## config.mk

```make
export PLATFORM = sky130hd
export DESIGN_NAME = pingpong_frame_sched
export DESIGN_NICKNAME = d
export VERILOG_FILES = /design/src/rtl/pingpong_frame_sched.sv
export SDC_FILE = /design/constraint.sdc
export NUM_CORES = 1
export LEC_CHECK = 0
export BUFFER_PORTS_ARGS = -buffer_cell sky130_fd_sc_hd__buf_2
export CORE_AREA = 2 2 39 41
export CTS_BUF_LIST = sky130_fd_sc_hd__clkbuf_4
export DETAILED_ROUTE_END_ITERATION = 12
export DIE_AREA = 0 0 41 43
export PLACE_DENSITY = 0.67
export SYNTH_ARGS = -nofsm -noshare
export SYNTH_HDL_FRONTEND = slang
export SYNTH_SLANG_ARGS = --single-unit
```

## constraint.sdc

```tcl
create_clock -name clk_i -period 3.4 [get_ports clk_i]
set_clock_uncertainty 0.15 [all_clocks]
set_input_delay 0.17 -clock clk_i [delete_from_list [all_inputs] [get_ports clk_i]]
set_output_delay 0.17 -clock clk_i [all_outputs]
set_load 0.03 [all_outputs]
```

## src/rtl/pingpong_frame_sched.sv

```systemverilog
// Two-bank ping-pong scheduler for the transpose frame buffer: issues write/read start pulses
// and tracks per-bank state. Define PINGPONG_SCHED_DROP_CNT_EN to add a saturating drop_cnt_o.
module pingpong_frame_sched #(
   parameter int unsigned ROW   = 64,
   parameter int unsigned CLO   = 2400,
   parameter int unsigned CNT_W = 16
) (
   input  logic             clk_i,
   input  logic             rst_i,
   input  logic             frame_start_i,
   input  logic             wr_finish_i,
   input  logic             rd_ready_i,
   input  logic             rd_finish_i,
   output logic             wr_command_o,
   output logic             wr_bank_o,
   output logic             rd_command_o,
   output logic             rd_bank_o,
   output logic [1:0]       bank_full_o,
   output logic             frame_drop_o,
   output logic             busy_o
`ifdef PINGPONG_SCHED_DROP_CNT_EN
  ,output logic [CNT_W-1:0] drop_cnt_o
`endif
);

   typedef enum logic [1:0] {BkEmpty, BkWriting, BkFull, BkReading} bank_st_e;
   typedef enum logic {WIdle, WActive} wr_st_e;
   typedef enum logic {RIdle, RActive} rd_st_e;

   bank_st_e [1:0] bank_q, bank_d;
   wr_st_e         wr_st_q, wr_st_d;
   rd_st_e         rd_st_q, rd_st_d;
   logic           wr_bank_q, wr_bank_d;
   logic           rd_bank_q, rd_bank_d;
   logic           wr_cmd_q, wr_cmd_d;
   logic           rd_cmd_q, rd_cmd_d;
   logic           drop_q, drop_d;
   logic           busy_q, busy_d;

   // Frame geometry is informational only.
   logic unused_cfg;
   assign unused_cfg = ^{ROW[0], CLO[0], CNT_W[0]};

   always_comb begin
      bank_d    = bank_q;
      wr_st_d   = wr_st_q;
      rd_st_d   = rd_st_q;
      wr_bank_d = wr_bank_q;
      rd_bank_d = rd_bank_q;
      wr_cmd_d  = 1'b0;
      rd_cmd_d  = 1'b0;
      drop_d    = 1'b0;
      busy_d    = 1'b0;

      // Write side only touches an EMPTY/WRITING bank, read side only FULL/READING,
      // so the two FSMs never update the same bank in one cycle.
      case (wr_st_q)
         WIdle: begin
            if (frame_start_i) begin
               if (bank_q[wr_bank_q] == BkEmpty) begin
                  wr_cmd_d          = 1'b1;
                  bank_d[wr_bank_q] = BkWriting;
                  wr_st_d           = WActive;
               end else begin
                  drop_d = 1'b1;
               end
            end
         end
         WActive: begin
            if (frame_start_i) drop_d = 1'b1;
            if (wr_finish_i) begin
               bank_d[wr_bank_q] = BkFull;
               wr_bank_d         = ~wr_bank_q;
               wr_st_d           = WIdle;
            end
         end
         default: wr_st_d = WIdle;
      endcase

      case (rd_st_q)
         RIdle: begin
            if ((bank_q[rd_bank_q] == BkFull) && rd_ready_i) begin
               rd_cmd_d          = 1'b1;
               bank_d[rd_bank_q] = BkReading;
               rd_st_d           = RActive;
            end
         end
         RActive: begin
            if (rd_finish_i) begin
               bank_d[rd_bank_q] = BkEmpty;
               rd_bank_d         = ~rd_bank_q;
               rd_st_d           = RIdle;
            end
         end
         default: rd_st_d = RIdle;
      endcase

      for (int b = 0; b < 2; b++) begin
         if ((bank_d[b] == BkWriting) || (bank_d[b] == BkReading)) busy_d = 1'b1;
      end
   end

   always_ff @(posedge clk_i) begin
      if (rst_i) begin
         bank_q    <= {BkEmpty, BkEmpty};
         wr_st_q   <= WIdle;
         rd_st_q   <= RIdle;
         wr_bank_q <= 1'b0;
         rd_bank_q <= 1'b0;
         wr_cmd_q  <= 1'b0;
         rd_cmd_q  <= 1'b0;
         drop_q    <= 1'b0;
         busy_q    <= 1'b0;
      end else begin
         bank_q    <= bank_d;
         wr_st_q   <= wr_st_d;
         rd_st_q   <= rd_st_d;
         wr_bank_q <= wr_bank_d;
         rd_bank_q <= rd_bank_d;
         wr_cmd_q  <= wr_cmd_d;
         rd_cmd_q  <= rd_cmd_d;
         drop_q    <= drop_d;
         busy_q    <= busy_d;
      end
   end

   assign wr_command_o   = wr_cmd_q;
   assign wr_bank_o      = wr_bank_q;
   assign rd_command_o   = rd_cmd_q;
   assign rd_bank_o      = rd_bank_q;
   assign bank_full_o[0] = (bank_q[0] == BkFull);
   assign bank_full_o[1] = (bank_q[1] == BkFull);
   assign frame_drop_o   = drop_q;
   assign busy_o         = busy_q;

`ifdef PINGPONG_SCHED_DROP_CNT_EN
   logic [CNT_W-1:0] drop_cnt_q;

   // Counts alongside the registered drop pulse so both update on the same edge.
   always_ff @(posedge clk_i) begin
      if (rst_i) begin
         drop_cnt_q <= '0;
      end else if (drop_d && (drop_cnt_q != {CNT_W{1'b1}})) begin
         drop_cnt_q <= drop_cnt_q + {{(CNT_W-1){1'b0}}, 1'b1};
      end
   end

   assign drop_cnt_o = drop_cnt_q;
`endif

endmodule

```

# Yosys cells after proc, flatten, opt, wreduce, memory -nomap -nowiden
# Cells that the tools add are included.
[word_totals]
register_bits = 12
latch_bits = 0
ram_bits = 0
mem_bits_ro = 0
inputBits = 6
out_inout_bits = 8
word_cells = 72
memories = 0
[op_classes]
add_sub_neg = 0
mul = 0
div = 0
magnitude_cmp = 4
n_eq_ne = 7
shifts = 0
muxes = 28
bitwise = 13
reduce_logical = 10
[op_table]
columns = ["op", "n"]
rows = [
  ["$mux 4", 5],
  ["$pmux 4 s2", 2],
  ["$mux 2", 6],
  ["$eq 2x2->1 const B", 5],
  ["$mux 1", 10],
  ["$pmux 1 s2", 3],
  ["$and 2x2->2", 2],
  ["$and 4x4->4", 1],
  ["$demux 2 s1", 2],
  ["$eq 2x1->1 const B", 2],
  ["$lt 1x2->1 const B", 2],
  ["$not 1->1", 4],
  ["$not 2->2", 2],
  ["$not 4->4", 1],
  ["$or 2x2->2", 2],
  ["$or 4x4->4", 1],
  ["$reduce_and 2->1", 2],
  ["$reduce_or 2->1", 2],
  ["$logic_and 1x1->1", 3],
  ["$ge 1x1->1 const B", 2],
  ["$logic_not 2->1", 1],
  ["$logic_or 1x1->1", 2],
]

# Longest topological paths before layout
[logic_depth]
word_depth = 16
depth_mapped = 5
ltp_nobuf = 4

# Least setup slack after synthesis
# Ideal clock, no wire load.
[synth_timing]
path_type = "reg2reg"
startpoint = "reg wr_bank_q (netlist: wr_bank_o)"
endpoint = "reg wr_st_q"
setup_time_ns = 0.059
t_arrival_ns = 1.334
t_required_ns = 3.191
path_slack_ns = 1.857
stages_incl_launch_ff = 5
n_path_buf = 0
period_less_slack_ns = 1.543
cell_sequence = "dfxtp_1 -> or3b_1 -> a21oi_2 -> and3_4 -> a31o_1"
[synth_between]
elab_chain_len = 6
[synth_lines]
columns = ["element", "line_no", "source"]
rows = [
  ["start, declared", "33", "logic wr_bank_q, wr_bank_d;"],
  ["start signal, assigned", "118", "wr_bank_q <= wr_bank_d;"],
  ["$mux 2 (implied by the code) (2 in series)", "60", "if (bank_q[wr_bank_q] == BkEmpty) begin"],
  ["$logic_not 2->1", "60", ""],
  ["$mux 1", "60", ""],
  ["$mux 1", "59", "if (frame_start_i) begin"],
  ["$pmux 1 s2", "57", "case (wr_st_q)"],
  ["end signal, assigned", "106", "wr_st_q <= WIdle;"],
  ["end signal, assigned", "116", "wr_st_q <= wr_st_d;"],
  ["end, declared", "31", "wr_st_e wr_st_q, wr_st_d;"],
]
# Every way passes these cells. The select of a mux whose other input is x is not followed.
# A chain may end at the register's enable or synchronous reset.

# Final worst setup path
[layout_timing]
startpoint = "reg bank_q[1] (netlist bit)"
endpoint = "out bank_full_o[0]"
[layout_between]
elab_chain_len = 1
[layout_lines]
columns = ["element", "line_no", "source"]
rows = [
  ["start, declared", "30", "bank_st_e [1:0] bank_q, bank_d;"],
  ["start signal, assigned", "105", "bank_q <= {BkEmpty, BkEmpty};"],
  ["start signal, assigned", "115", "bank_q <= bank_d;"],
  ["$eq 2x2->1", "131", "assign bank_full_o[0] = (bank_q[0] == BkFull);"],
  ["end, declared", "18", "output logic [1:0] bank_full_o,"],
]
# Every way passes these cells.

==> impl_results.md <==
* Final slew viol count at 0
* # hold bufs at CTS at 0
* Clock period minus worst slack at 1.43 ns
* Power Density at 517 nW/um^2
* Fin Setup TNS at 0 ns
* Ys async rst share at 0%
* Post-synth top area share at 48.0%
* Antenna Nets Post-Route at 0
* Initial drt markers at 7
* Yosys warns at 0
* Headroom to the max-slew limit at 81.9%
* Initial antenna violation count at 0
* Starting Density at 36.2%
* Area contributors post-synth: dfxtp_1 48%, inv_1 5.3%, a31oi_1 5.0%, nand2b_1 3.8%, nor2_1 3.8%
* Final WL at 927 um
* Total GRT Usage at 13.8%
* Final Cell Area at 601 um^2
* Count of cell types in the netlist at 27
* Share of cells above drive strength 1 at 27.1%
* First-pass GRT wire length at 1610 um
* # nets final at 78
* Post-Syn Nets at 62
* Vias in the first global route at 395
* Clock network fraction of total power at 26.6%
* Internal power at 0.000221 W
* Clock root cell: clkbuf_4
* Placed inst area at 578 um^2
* Clock Path Buffers at 2
* WP buf/inv at 1
* Core Footprint at 1380 um^2
* Via density at 4.97
* Insertion delay to the later sink of the worst-skew pair at 0.26 ns
* Count leader, synth: dfxtp_1
* Largest net degree at the start of global routing at 9
* Endpoints failing setup at 0
* Synthesis-to-finish area growth at 20.0%
* Worst path cell trace: nor2b_1 > buf_2
* Via Count at 427
* Total Power at 0.000311 W
* Gates resized, CTS repair at 0
* Maxcap violations at 0
* Critical Path Start Type: flip-flop
* ANT cells at 0
* CTS HTree Levels at 1
* Remaining global-route overflow at 0
* Post-synth top cells: 12 x dfxtp_1, 7 x inv_1, 5 x nor2_1, 4 x a31oi_1
* Period utilization at 42.1%
* Max Freq at 698 MHz
* Status: finished clean
* Crit-path slowest cell: dfxtp_1
* Die Y at 43 um
* EDFF count, synth at 0
* I/O pins at 14
* Synth Area per Inst at 8.94 um^2
* Placer Congestion at 0.706
* Largest area contributor in the netlist: dfxtp_1
* # rows at 14
* Synth Instances at 56
* Worst Path Required at 3.08 ns
* Hold Crit Class: primary input to flip-flop
* Slew @ Worst Pin at 0.270 ns
* Crit-path max FO at 4
* Fillers at 138
* Flop pwr share at 52.6%
* WL/cell at 10.8 um
* Sw Share at 28.8%
* CTS sink cnt at 12
* Full die area at 1760 um^2
* Final setup margin at 1.97 ns
* CTS buffer count at 3
* Worst slack, placed at 2.01 ns
* Crit. End Element: output pin
* Dpl hpwl at 726 um
* Clock transition at path regs at 0.06 ns
* Final cell count without fillers at 86
* Setup bufs post-CTS at 0
* Crit path DAT at 1.11 ns
* Detailed Routing Iterations Pass 1 at 4
* Critical path's largest stage delay at 0.36 ns
* Post-Syn Area at 500 um^2
* Chip width at 41 um
* Final hold vios at 0
* Comb power frac at 20.8%
* CTS tree: yes
* Pleak at 0.279 nW
* Port bufs at 13
* Yosys reg bits at 12
* DRC viols at 0
* Sequential element share of the synthesized area at 48.0%
* Post-Place Cells at 83
* RSZ-0062 raised after global routing: false
* CP delay by family, top: flip-flops
* Top FF cell, synth: dfxtp_1
* Max VDD drop at 0.000230 V
* Switching power of the nets at 0.0000894 W
* Crit path kind: flip-flop to output pin
power groups by stage:
stage,Combinational [W],Sequential [W],Clock [W]
3_5_place_dp,0.0000646,0.000167,0
2_1_floorplan,0.0000358,0.000178,0
5_1_grt,0.0000708,0.000166,0.0000939
4_1_cts,0.0000650,0.000164,0.0000851
6_report,0.0000645,0.000163,0.0000827
3_3_place_gp,0.0000641,0.000166,0
state kept, by name, summed over array words and instances (netlist names):
register and cells:
rd_st_q 1, rd_command_o 1, wr_bank_o 1, wr_st_q 1
wr_command_o 1, frame_drop_o 1, bank_q 4, busy_o 1
rd_bank_o 1
worst register-to-register path: stages (launching register included):
cell	delay [ns]
dfxtp_1	0.41
or3b_1	0.38
a21oi_2	0.14
and3_4	0.19
a31o_1	0.08
final timing paths:
check	end	slack, ns	depth (start not counted)	start
setup reg to reg	wr_st_q	2.00	4	wr_bank_o
hold reg to reg	bank_q[3]	0.34	2	bank_q[3]
hold / removal	wr_bank_o	0.03	2	rst_i
setup / recovery	bank_full_o[0]	1.97	2	bank_q[1]
cells by family after synthesis:
family                 share of synthesized area, %
AO/OA/AOI/OAI                                  20.8
XOR/XNOR                                       3.50
buffers and inverters                          6.75
flip-flops                                     48.0
AND/OR/NAND/NOR                                21.0
layout by cell type (no fill, tap or decap), types with 3 or more instances in the layout:
cell type,count
nor2_1,5
clkbuf_4,3
buf_2,13
a31oi_1,4
inv_1,7
dfxtp_1,12
nand2b_1,3
nand2_1,3
layer usage:
layer | global-route usage, % | wire length (um)
met4 | 6.00 | 24
met3 | 6.28 | 57
met1 | 16.0 | 398
met2 | 20.9 | 446
met5 | 0 | 0
cell type report:
class	instances	area, um^2	area share (%)
Sequential cell	12	240	40.0
Inverter	7	26.3	4.38
Timing Repair Buffer	13	65.1	10.8
Clock buffer	3	22.5	3.75
Tap cell	16	20.0	3.33
Multi-Input combinational cell	35	226	37.7
through the flow:
step | hold WS (ns) | util, %
finish | 0.0270 | 43.4
floorplan | 0.187 | -
global placement | 0.305 | 41.8
CTS | 0.0233 | 43.4
detailed placement | 0.310 | 41.8
global route | 0.0393 | 43.4
Power figures use the tool's default switching activity.
